===== src/rtl/serv_alu_seq.sv =====
// Digit-serial ALU: one XLEN-bit operation per start/ready handshake, W bits per beat LSB-first,
// plus bit-per-cycle shifts and a registered result/valid interface.
module serv_alu_seq #(
  parameter int XLEN = 32,
  parameter int W    = 8
) (
  input  logic            clk,
  input  logic            i_rst,
  input  logic            i_start,
  output logic            o_ready,
  output logic            o_busy,
  input  logic [3:0]      i_op,
  input  logic [XLEN-1:0] i_rs1,
  input  logic [XLEN-1:0] i_op_b,
  output logic [XLEN-1:0] o_rd,
  output logic            o_cmp,
  output logic            o_valid
);
  localparam int N  = XLEN / W;
  localparam int CW = (N > 1) ? $clog2(N) : 1;
  localparam int SW = $clog2(XLEN);

  localparam logic [3:0] OP_ADD  = 4'd0;
  localparam logic [3:0] OP_SUB  = 4'd1;
  localparam logic [3:0] OP_SLT  = 4'd2;
  localparam logic [3:0] OP_SLTU = 4'd3;
  localparam logic [3:0] OP_XOR  = 4'd4;
  localparam logic [3:0] OP_OR   = 4'd5;
  localparam logic [3:0] OP_AND  = 4'd6;
  localparam logic [3:0] OP_EQ   = 4'd7;
  localparam logic [3:0] OP_SLL  = 4'd8;
  localparam logic [3:0] OP_SRL  = 4'd9;
  localparam logic [3:0] OP_SRA  = 4'd10;

  if ((XLEN % W) != 0) begin : g_bad_div
    $error("serv_alu_seq: XLEN must be a multiple of W");
  end
  if (!((W == 1) || (W == 2) || (W == 4) || (W == 8) || (W == 16) || (W == 32))) begin : g_bad_w
    $error("serv_alu_seq: W must be one of 1, 2, 4, 8, 16, 32");
  end

  typedef enum logic [1:0] {
    ST_IDLE  = 2'd0,
    ST_RUN   = 2'd1,
    ST_SHIFT = 2'd2,
    ST_DONE  = 2'd3
  } state_t;

  function automatic logic is_sub(input logic [3:0] op);
    return (op == OP_SUB) || (op == OP_SLT) || (op == OP_SLTU) || (op == OP_EQ);
  endfunction

  function automatic logic is_shift(input logic [3:0] op);
    return (op == OP_SLL) || (op == OP_SRL) || (op == OP_SRA);
  endfunction

  state_t          state_r;
  logic [3:0]      op_r;
  logic [XLEN-1:0] a_r;
  logic [XLEN-1:0] b_r;
  logic [XLEN-1:0] res_r;
  logic [CW-1:0]   cnt_r;
  logic [SW-1:0]   shcnt_r;
  logic            carry_r;
  logic            eq_r;

  logic            accept_s;
  logic            last_s;
  logic            lt_s;
  logic            eq_next_s;
  logic            slt_s;
  logic [W-1:0]    a_dig_s;
  logic [W-1:0]    b_dig_s;
  logic [W-1:0]    b_x_s;
  logic [W-1:0]    res_dig_s;
  logic [W:0]      sum_s;
  logic [XLEN-1:0] res_next_s;
  logic [XLEN-1:0] shifted_s;
  logic [SW-1:0]   shamt_s;

  // Per-beat digit datapath and single-bit shifter
  always_comb begin
    accept_s  = i_start && ((state_r == ST_IDLE) || (state_r == ST_DONE));
    shamt_s   = i_op_b[SW-1:0];
    a_dig_s   = a_r[W-1:0];
    b_dig_s   = b_r[W-1:0];
    b_x_s     = b_dig_s ^ {W{is_sub(op_r)}};
    sum_s     = {1'b0, a_dig_s} + {1'b0, b_x_s} + {{W{1'b0}}, carry_r};
    eq_next_s = eq_r & (a_dig_s == b_dig_s);
    last_s    = (cnt_r == CW'(N - 1));
    slt_s     = (op_r == OP_SLT);
    // Sign-extend both operands by one bit (SLT only); bit XLEN of A - B is the less-than flag
    lt_s      = (slt_s & a_dig_s[W-1]) ^ ~(slt_s & b_dig_s[W-1]) ^ sum_s[W];
    res_dig_s = {W{1'b0}};
    case (op_r)
      OP_ADD, OP_SUB: res_dig_s = sum_s[W-1:0];
      OP_XOR:         res_dig_s = a_dig_s ^ b_dig_s;
      OP_OR:          res_dig_s = a_dig_s | b_dig_s;
      OP_AND:         res_dig_s = a_dig_s & b_dig_s;
      default:        res_dig_s = {W{1'b0}};
    endcase
    res_next_s = (res_r >> W) | (XLEN'(res_dig_s) << (XLEN - W));
    shifted_s  = res_r;
    case (op_r)
      OP_SLL:  shifted_s = res_r << 1;
      OP_SRL:  shifted_s = res_r >> 1;
      OP_SRA:  shifted_s = {res_r[XLEN-1], res_r[XLEN-1:1]};
      default: shifted_s = res_r;
    endcase
  end

  // Control FSM, operand/accumulator registers and registered outputs
  always_ff @(posedge clk or posedge i_rst) begin
    if (i_rst) begin
      state_r <= ST_IDLE;
      op_r    <= 4'd0;
      a_r     <= {XLEN{1'b0}};
      b_r     <= {XLEN{1'b0}};
      res_r   <= {XLEN{1'b0}};
      cnt_r   <= {CW{1'b0}};
      shcnt_r <= {SW{1'b0}};
      carry_r <= 1'b0;
      eq_r    <= 1'b0;
      o_rd    <= {XLEN{1'b0}};
      o_cmp   <= 1'b0;
      o_valid <= 1'b0;
      o_busy  <= 1'b0;
      o_ready <= 1'b1;
    end else begin
      o_valid <= 1'b0;
      case (state_r)
        ST_IDLE, ST_DONE: begin
          if (accept_s) begin
            op_r    <= i_op;
            a_r     <= i_rs1;
            b_r     <= i_op_b;
            cnt_r   <= {CW{1'b0}};
            shcnt_r <= shamt_s;
            carry_r <= is_sub(i_op);
            eq_r    <= 1'b1;
            if (is_shift(i_op)) begin
              res_r <= i_rs1;
              if (shamt_s == {SW{1'b0}}) begin
                state_r <= ST_DONE;
                o_rd    <= i_rs1;
                o_cmp   <= 1'b0;
                o_valid <= 1'b1;
                o_busy  <= 1'b0;
                o_ready <= 1'b1;
              end else begin
                state_r <= ST_SHIFT;
                o_busy  <= 1'b1;
                o_ready <= 1'b0;
              end
            end else begin
              res_r   <= {XLEN{1'b0}};
              state_r <= ST_RUN;
              o_busy  <= 1'b1;
              o_ready <= 1'b0;
            end
          end else begin
            state_r <= ST_IDLE;
            o_busy  <= 1'b0;
            o_ready <= 1'b1;
          end
        end
        ST_RUN: begin
          a_r     <= a_r >> W;
          b_r     <= b_r >> W;
          carry_r <= sum_s[W];
          eq_r    <= eq_next_s;
          res_r   <= res_next_s;
          cnt_r   <= cnt_r + CW'(1);
          if (last_s) begin
            state_r <= ST_DONE;
            o_valid <= 1'b1;
            o_busy  <= 1'b0;
            o_ready <= 1'b1;
            case (op_r)
              OP_SLT, OP_SLTU: begin
                o_rd  <= XLEN'(lt_s);
                o_cmp <= lt_s;
              end
              OP_EQ: begin
                o_rd  <= XLEN'(eq_next_s);
                o_cmp <= eq_next_s;
              end
              default: begin
                o_rd  <= res_next_s;
                o_cmp <= 1'b0;
              end
            endcase
          end
        end
        ST_SHIFT: begin
          res_r   <= shifted_s;
          shcnt_r <= shcnt_r - SW'(1);
          if (shcnt_r == SW'(1)) begin
            state_r <= ST_DONE;
            o_rd    <= shifted_s;
            o_cmp   <= 1'b0;
            o_valid <= 1'b1;
            o_busy  <= 1'b0;
            o_ready <= 1'b1;
          end
        end
        default: begin
          state_r <= ST_IDLE;
          o_busy  <= 1'b0;
          o_ready <= 1'b1;
        end
      endcase
    end
  end
endmodule


===== config.mk =====
export PLATFORM = sky130hd
export DESIGN_NAME = serv_alu_seq
export DESIGN_NICKNAME = d
export VERILOG_FILES = /design/src/rtl/serv_alu_seq.sv
export SDC_FILE = /design/constraint.sdc
export NUM_CORES = 1
export LEC_CHECK = 0
export BUFFER_PORTS_ARGS = -buffer_cell sky130_fd_sc_hd__buf_2
export CAP_MARGIN = 20
export CORE_ASPECT_RATIO = 1.1
export CORE_UTILIZATION = 55
export CTS_CLUSTER_DIAMETER = 50
export DETAILED_ROUTE_END_ITERATION = 6
export HOLD_SLACK_MARGIN = 0.12
export PLACE_DENSITY_LB_ADDON = 0.2
export RECOVER_POWER = 25
export SKIP_LAST_GASP = 1
export SYNTH_ARGS = -nofsm -noshare
export SYNTH_HDL_FRONTEND = slang
export SYNTH_SLANG_ARGS = --single-unit

===== constraint.sdc =====
create_clock -name clk -period 10 [get_ports clk]
set_clock_uncertainty 0.05 [all_clocks]
set_input_delay 3 -clock clk [delete_from_list [all_inputs] [get_ports clk]]
set_output_delay 3 -clock clk [all_outputs]
set_load 0.01 [all_outputs]

==> flow_summary.yaml, run 1 <==
outcome:
  status: "finished with violations"
  violations: "design-rule violations, max-capacitance violations, max-slew violations"
sta:
  min_period_ps: 5860
  setup_tns_ps: 0
  setup_viol: 0
  final_hold_viol_count: 0
  finalMaxSlewViolations: 89
  slew_headroom_pct: -156
  rsz0062_at_grt: "no"
  worst_pin_slew_ps: 3820
  period_share_pct: 58.6
  fmax_mhz: 171
clocking:
  root_buffer: "clkbuf_16"
  cts_tree: "built"
  clkSinkCount: 147
  cts_setup_buffers: 0
  cts_max_path_buffers: 2
  cts_max_level: 4
  cts_resized: 0
  numCtsBuffers: 17
  clkTransAtPathRegs_ps: 60
  cts_hold_buf: 0
  insertion_delay_ps: 430
yosys:
  synth_edf_count: 0
  ys_ff_latch: 147
  synthAdderAreaFrac_pct: 4.74
  synth_top_family_by_area: "compound AO/OA/AOI/OAI gates"
  ys_warn_count: 0
  synthMuxAreaShare_pct: 7.27
  yosysTopAreaCell: "dfrtp_1"
  synth.top_cell.area_share_pct: 43.2
  synth_area_um2: 8460
  synth_top_flop_cell: "dfrtp_1"
  avgSynthCellArea_um2: 9.19
  synth_commonest_cells: "dfrtp_1, nand2_1, o21ai_0"
  ys_seq_area_share_pct: 43.5
  synthSimpleGateAreaFrac_pct: 13.1
  synth_nets: 1021
  ys_types: 65
  async_reset_ff_share_pct: 100
  synth.area.top_cells: "dfrtp_1, mux2i_1, o21ai_0"
  synth_xor_area_share_pct: 1.35
  syn_inst: 920
  synth_compound_area_share_pct: 24.7
route:
  drtIter0Drc: 1085
  wire_per_inst_um: 19.6
  vias_per_cell: 6.29
  ant_nets: 0
  via_count: 7533
  drc: 19
  wirelength_um: 23500
  firstDrtPassIters: 7
global_routing:
  grt_start_max_net_pins: 89
  antenna_found_initial: 0
  grt_pass1_wl_um: 38300
  grt_pass1_vias: 7286
  grt_use_total_pct: 31.1
  grt_overflow: 0
final_layout:
  diodes: 0
  final_cell_count_no_fill: 1197
  syn2layout_area_growth_pct: 13.3
  fin_nets: 1092
  layout-drive-gt1-share_pct: 16.1
placement:
  gp_congestion: 0.890
  portBuffers: 106
  dp_cells: 1167
  hpwl_um: 15700
min_path:
  min_path_type: "reg -> reg"
  whs_endpoint: "a_r[19]"
  hp-start: "a_r[19]"
  whs_path_depth: 2
setup_path:
  reg2reg_depth: 13
  rr_endpoint: "o_rd[0]"
  cp-start-kind: "input pin"
  r2r_setup_slack_ps: 5810
  path_max_fanout: 88
  crit_arrival_ps: 6230
  r2r-start: "op_r[2]"
  critPathCaptureType: "async pin"
  critPathKind: "in -> async"
  cp.required_ps: 10360
floorplanning:
  ios: 107
  fp.dieW_um: 120
  core-area_um2: 15100
  die_area_um2: 15900
  start_util_pct: 56.2
  rows: 47
  chipHeight_um: 132
power:
  power_leakage_nw: 4.31
  ir_drop_uv: 240
  power_density_nw_per_um2: 396
job:
  max_cap_viol_count: 1
==> worst max-delay path by stage <==
stage               slack (ps)      end  startpoint
floorplan                 3000   a_r[0]       i_rst
global placement          4920   b_r[6]     i_start
detailed placement        4840  a_r[15]     i_start
CTS                       5270  a_r[15]     i_start
global route              3420  op_r[0]       i_rst
finish                    4140  op_r[0]       i_rst
==> sequential cells by signal, summed over array words and instances (netlist names), 2 cells and up <==
register  cells
a_r          32
op_r          4
res_r        32
b_r          32
o_rd         32
shcnt_r       5
state_r       2
cnt_r         2
==> final cells by class <==
type / instances / area (um2)
fill: 1344 / 5470
multi-input combinational: 671 / 4350
sequential: 147 / 3680
timing repair buffer: 121 / 654
clock buffer: 24 / 472
tap: 196 / 245
inverter: 33 / 125
clock inverter: 5 / 55.1
==> layout by cell type, fill, tap and decap left out, types with 28 or more instances in the layout <==
master / count
inv_1: 31
dfrtp_1: 145
o21ai_0: 111
nor2_1: 72
nand2_1: 146
a21oi_1: 29
mux2i_1: 58
buf_2: 105
a31oi_1: 28
==> per-layer routing <==
metal	vias to the layer above	global-route usage, %	part of all wire (%)
li1	3493	-	-
met1	3628	41.3	41
met2	350	49.7	48
met3	62	5.02	7.0
met4	0	14.6	3.5
met5	-	0	0
==> power by group <==
group	total [mW]	switching, mW	internal (mW)	leakage, nW
Clock	0.593	0.243	0.350	0.252
Sequential	1.13	0.253	0.882	1.84
Combinational	2.07	1.27	0.795	2.22
==> stage by stage <==
| stage | hold WS (ps) | setup slack, ps | utilization [%] | power [mW] | area, um2 |
|---|---|---|---|---|---|
| global placement | 411 | 4920 | 60.0 | 3.11 | 9040 |
| global route | 451 | 3420 | 63.6 | 4.10 | 9580 |
| CTS | 433 | 5270 | 63.5 | 3.77 | 9570 |
| detailed placement | 411 | 4840 | 60.0 | 3.17 | 9040 |
| finish | 430 | 4140 | 63.6 | 3.79 | 9580 |
| floorplan | 400 | 3000 | - | 2.64 | 8460 |
==> worst max-delay path, stage by stage <==
cell and delay, ps:
buf_2 100, clkinvlp_2 2120, buf_4 910
==> cells by family (layout without fill, tap and decap cells) <==
group                      Yosys count  after routing
adders and majority gates           31             31
and+or+nand+nor                    263            263
buffers and inverters              102            183
xor gates and xnor gates            13             13
AOI/OAI and AO/OA                  303            303
DFF                                147            147
muxes                               61             61
(Power assumes the default switching activity.)
==> run 2, diff against run 1 <==
CORE_UTILIZATION = 53   (was 55)
clock period = 5.35 ns   (was 10 ns; I/O delays follow)
==> run 2 against run 1 <==
The flow finishes with violations (design-rule violations). Flip-flop and latch count unchanged. Sequential share of layout area shrank 0.20 points. First-iteration DRC count fell by 8.0%. Design area up 0.48%. Via count rose by 0.70%. Total power up 89%. Worst hold slack worse by 3.8 ps. Critical endpoint is now o_rd[0]. Register-to-register slack got worse by 4500 ps. Final cell count increased by 0.42%. Critical path type is now reg -> reg. Worst setup slack got worse by 2800 ps. Routed wire length up 1.3%. Combinational power grew 86%.
==> flow_summary.yaml, run 2 (same netlist as run 1, synthesis figures left out) <==
outcome:
  status: "finished with violations"
  violations: "design-rule violations"
global_routing:
  grt_start_max_net_pins: 148
  grt_pass1_wl_um: 38500
  grt_overflow: 0
  grt_pass1_vias: 7216
  grt_use_total_pct: 30.5
  antenna_found_initial: 0
route:
  wire_per_inst_um: 19.8
  vias_per_cell: 6.31
  via_count: 7586
  wirelength_um: 23800
  drtIter0Drc: 998
  firstDrtPassIters: 7
  ant_nets: 0
  drc: 3
setup_path:
  cp-start-kind: "register"
  critPathCaptureType: "register"
  path_max_fanout: 12
  cp.required_ps: 5610
  crit_arrival_ps: 4260
  critPathKind: "reg -> reg"
min_path:
  min_path_type: "reg -> reg"
clocking:
  cts_resized: 0
  root_buffer: "clkbuf_16"
  cts_tree: "built"
  cts_hold_buf: 0
  clkSinkCount: 147
  insertion_delay_ps: 430
  clkTransAtPathRegs_ps: 60
  cts_setup_buffers: 0
  cts_max_level: 4
  cts_max_path_buffers: 2
  numCtsBuffers: 17
floorplanning:
  core-area_um2: 15600
  start_util_pct: 54.2
  rows: 48
  ios: 107
  fp.dieW_um: 122
  chipHeight_um: 134
  die_area_um2: 16500
power:
  power_leakage_nw: 4.34
  power_density_nw_per_um2: 745
  p_int_mw: 3.84
  combPwrFrac_pct: 53.8
  power.total_mw: 7.17
  power_switching_mw: 3.33
  seq_power_share_pct: 29.7
  ir_drop_uv: 403
  clkPwrFrac_pct: 16.5
  swShare_pct: 46.4
job:
  max_cap_viol_count: 0
final_layout:
  multi_input_area_um2: 4350
  fillerInstances: 1398
  fin_nets: 1090
  diodes: 0
  layout-drive-gt1-share_pct: 16.6
  syn2layout_area_growth_pct: 13.9
  layout_common_cells: "nand2_1, dfrtp_1, o21ai_0"
  seq_area_um2: 3680
sta:
  setup_tns_ps: 0
  min_period_ps: 4000
  rsz0062_at_grt: "no"
  final_hold_viol_count: 0
  fmax_mhz: 250
  finalMaxSlewViolations: 0
  setup_viol: 0
  slew_headroom_pct: 27.4
  worst_pin_slew_ps: 1090
  period_share_pct: 74.7
  layout_setup_ws_ps: 1350
placement:
  dp_slack_ps: 1340
  portBuffers: 106
  hpwl_um: 15900
  gp_congestion: 0.903
==> run 2: final timing paths <==
check | slack [ps] | to | start | cells past startpoint
worst max-delay path | 1350 | o_rd[0] | op_r[2] | 13
worst min-delay path | 430 | b_r[14] | b_r[14] | 2
worst max register to register | 1350 | o_rd[0] | op_r[2] | 13
worst min register to register | 430 | b_r[14] | b_r[14] | 2
max in group asynchronous | 3210 | o_rd[1] | i_rst | 3
min in group asynchronous | 1310 | res_r[6] | i_rst | 3
==> run 2: power groups by stage <==
stage | logic (mW) | clock network [mW] | registers, mW
floorplan | 2.91 | 0 | 2.02
global placement | 3.74 | 0 | 2.12
detailed placement | 3.82 | 0 | 2.14
CTS | 3.84 | 1.19 | 2.12
global route | 4.31 | 1.24 | 2.19
finish | 3.86 | 1.18 | 2.13
==> run 2: metrics by stage <==
step / std cells / hold WS, ps / utilization, % / instance area, um2
after floorplan: 920 / 400 / - / 8460
after global placement: 1170 / 410 / 58.0 / 9050
after detailed placement: 1170 / 418 / 58.0 / 9050
after CTS: 1202 / 431 / 61.7 / 9630
after global routing: 1202 / 454 / 61.7 / 9630
final: 1202 / 426 / 61.7 / 9630
==> run 2: area by class of cell <==
cell class	instances	share of cell area, %
Clock inverter	10	1.10
Sequential cell	147	38.2
Multi-Input combinational cell	671	45.2
Inverter	33	1.30
Timing Repair Buffer	119	6.65
Clock buffer	22	4.93
Tap cell	200	2.60
==> run 2: worst max-delay path: stages, from the launching register on <==
cell	delay, ps
dfrtp_1	580
clkinv_1	360
o21ai_0	230
o21ai_0	110
nand2b_1	390
xnor2_1	140
fa_1	420
fa_1	440
nor2b_1	170
o31ai_1	100
a311oi_1	420
xnor2_1	170
a31oi_1	210
a21oi_1	80
==> run 2: layer usage <==
metal	vias to the layer above	routed length [um]	global-route usage, %	share of wire, %
li1	3505	-	-	-
met1	3640	9650	40.1	41
met2	373	11400	48.6	48
met3	68	1750	5.45	7.3
met4	0	952	14.4	4.0
met5	-	0	0	0
==> run 3, diff against run 2 <==
CORE_UTILIZATION = 55   (was 53)
clock period = 4.2 ns   (was 5.35 ns; I/O delays follow)
==> run 3 against run 2 <==
The run ends with design-rule violations, max-capacitance violations, max-slew violations left. Flip-flop and latch count unchanged. Total power up 30%. Die area down 3.6%. Design area up 1.1%. Final cell count up 0.33%. Utilization up 3.0 points. Sequential share of layout area down 0.41 points. First-iteration DRC count up 22%. Register-to-register slack worse by 590 ps. Highest routed layer unchanged.
==> flow_summary.yaml, run 3 (same netlist as run 1, synthesis figures left out) <==
power:
  power_leakage_nw: 4.39
  combPwrFrac_pct: 53.3
  power_switching_mw: 4.22
  clkPwrFrac_pct: 17.9
  swShare_pct: 45.2
  p_int_mw: 5.12
  seq_power_share_pct: 28.8
  ir_drop_uv: 429
  power.total_mw: 9.33
  power_density_nw_per_um2: 959
placement:
  dp_cells: 1174
  hpwl_um: 16100
  dpl_cell_area_um2: 9130
  gp_congestion: 0.935
  portBuffers: 106
  dp_slack_ps: 805
sta:
  slew_headroom_pct: -48.3
  min_period_ps: 3440
  setup_tns_ps: 0
  period_share_pct: 81.9
  hold_ws_ps: 431
  layout_setup_ws_ps: 759
  rsz0062_at_grt: "no"
  final_hold_viol_count: 0
  finalMaxSlewViolations: 89
  fmax_mhz: 291
  worst_pin_slew_ps: 2220
  setup_viol: 0
setup_path:
  path_max_fanout: 16
  crit_arrival_ps: 3690
  cp-start-kind: "register"
  r2r_setup_slack_ps: 760
  critPathCaptureType: "register"
  cp.required_ps: 4450
  critPathKind: "reg -> reg"
floorplanning:
  core-area_um2: 15100
  rows: 47
  die_area_um2: 15900
  start_util_pct: 56.2
  chipHeight_um: 132
  fp.dieW_um: 120
  ios: 107
clocking:
  root_buffer: "clkbuf_16"
  cts_setup_buffers: 0
  cts_max_level: 4
  insertion_delay_ps: 430
  cts_resized: 0
  clkSinkCount: 147
  numCtsBuffers: 17
  clkTransAtPathRegs_ps: 60
  cts_hold_buf: 0
  cts_tree: "built"
  cts_max_path_buffers: 2
final_layout:
  syn2layout_area_growth_pct: 15.1
  fin_area_um2: 9730
  fillerInstances: 1285
  postLayoutCoreUtil_pct: 64.7
  layout_common_cells: "nand2_1, dfrtp_1, o21ai_0"
  diodes: 0
  layout-drive-gt1-share_pct: 16.9
  final_cell_count_no_fill: 1206
  multi_input_area_um2: 4350
  seq_area_um2: 3680
  fin_nets: 1098
global_routing:
  grt_pass1_vias: 7260
  grt_pass1_wl_um: 38500
  grt_use_total_pct: 31.2
  grt_overflow: 0
  antenna_found_initial: 0
  grt_start_max_net_pins: 89
outcome:
  violations: "design-rule violations, max-capacitance violations, max-slew violations"
  status: "finished with violations"
route:
  drtIter0Drc: 1214
  wire_per_inst_um: 19.5
  firstDrtPassIters: 7
  vias_per_cell: 6.23
  drc: 7
  wirelength_um: 23500
  via_count: 7516
  ant_nets: 0
min_path:
  min_path_type: "reg -> reg"
job:
  max_cap_viol_count: 1
[run 3: final cells by class]
type                       instances  share of cell area [%]
clock buffer                      23                    4.70
multi-input combinational        671                    44.7
tap                              196                    2.52
timing repair buffer             127                    7.15
sequential                       147                    37.8
inverter                          33                    1.29
clock inverter                     9                    1.83
[run 3: critical path, cell delays in order (launching register included)]
cell and delay, ps:
dfrtp_1 370, buf_4 210, inv_1 90, o21ai_0 180, nand2b_1 70, buf_4 180, xnor2_1 140, fa_1 410
fa_1 440, nor2b_1 170, o31ai_1 110, a311oi_1 420, xnor2_1 170, a31oi_1 220, a21oi_1 90
[run 3: final timing paths]
check                      startpoint         to  cells after the start
max                           op_r[1]    o_rd[0]                     14
min                          o_rd[31]   o_rd[31]                      1
max reg2reg                   op_r[1]    o_rd[0]                     14
min reg2reg                  o_rd[31]   o_rd[31]                      1
max in group asynchronous       i_rst  res_r[17]                      3
min in group asynchronous       i_rst    o_rd[4]                      3
[run 3: per-layer routing]
layer  GRT usage [%]  vias to the layer above  share of wire [%]
met5               0                        -                  0
met4            14.1                        0                3.8
met3            5.10                       67                6.7
met2            48.5                      356                 48
met1            42.8                     3580                 42
li1                -                     3513                  -
[run 3: power by group through the flow]
stage	Clock, mW	Sequential [mW]	Combinational, mW
floorplan	0	2.58	3.71
global placement	0	2.68	4.84
detailed placement	0	2.70	4.94
CTS	1.69	2.68	4.97
global route	1.75	2.78	5.52
finish	1.67	2.69	4.97
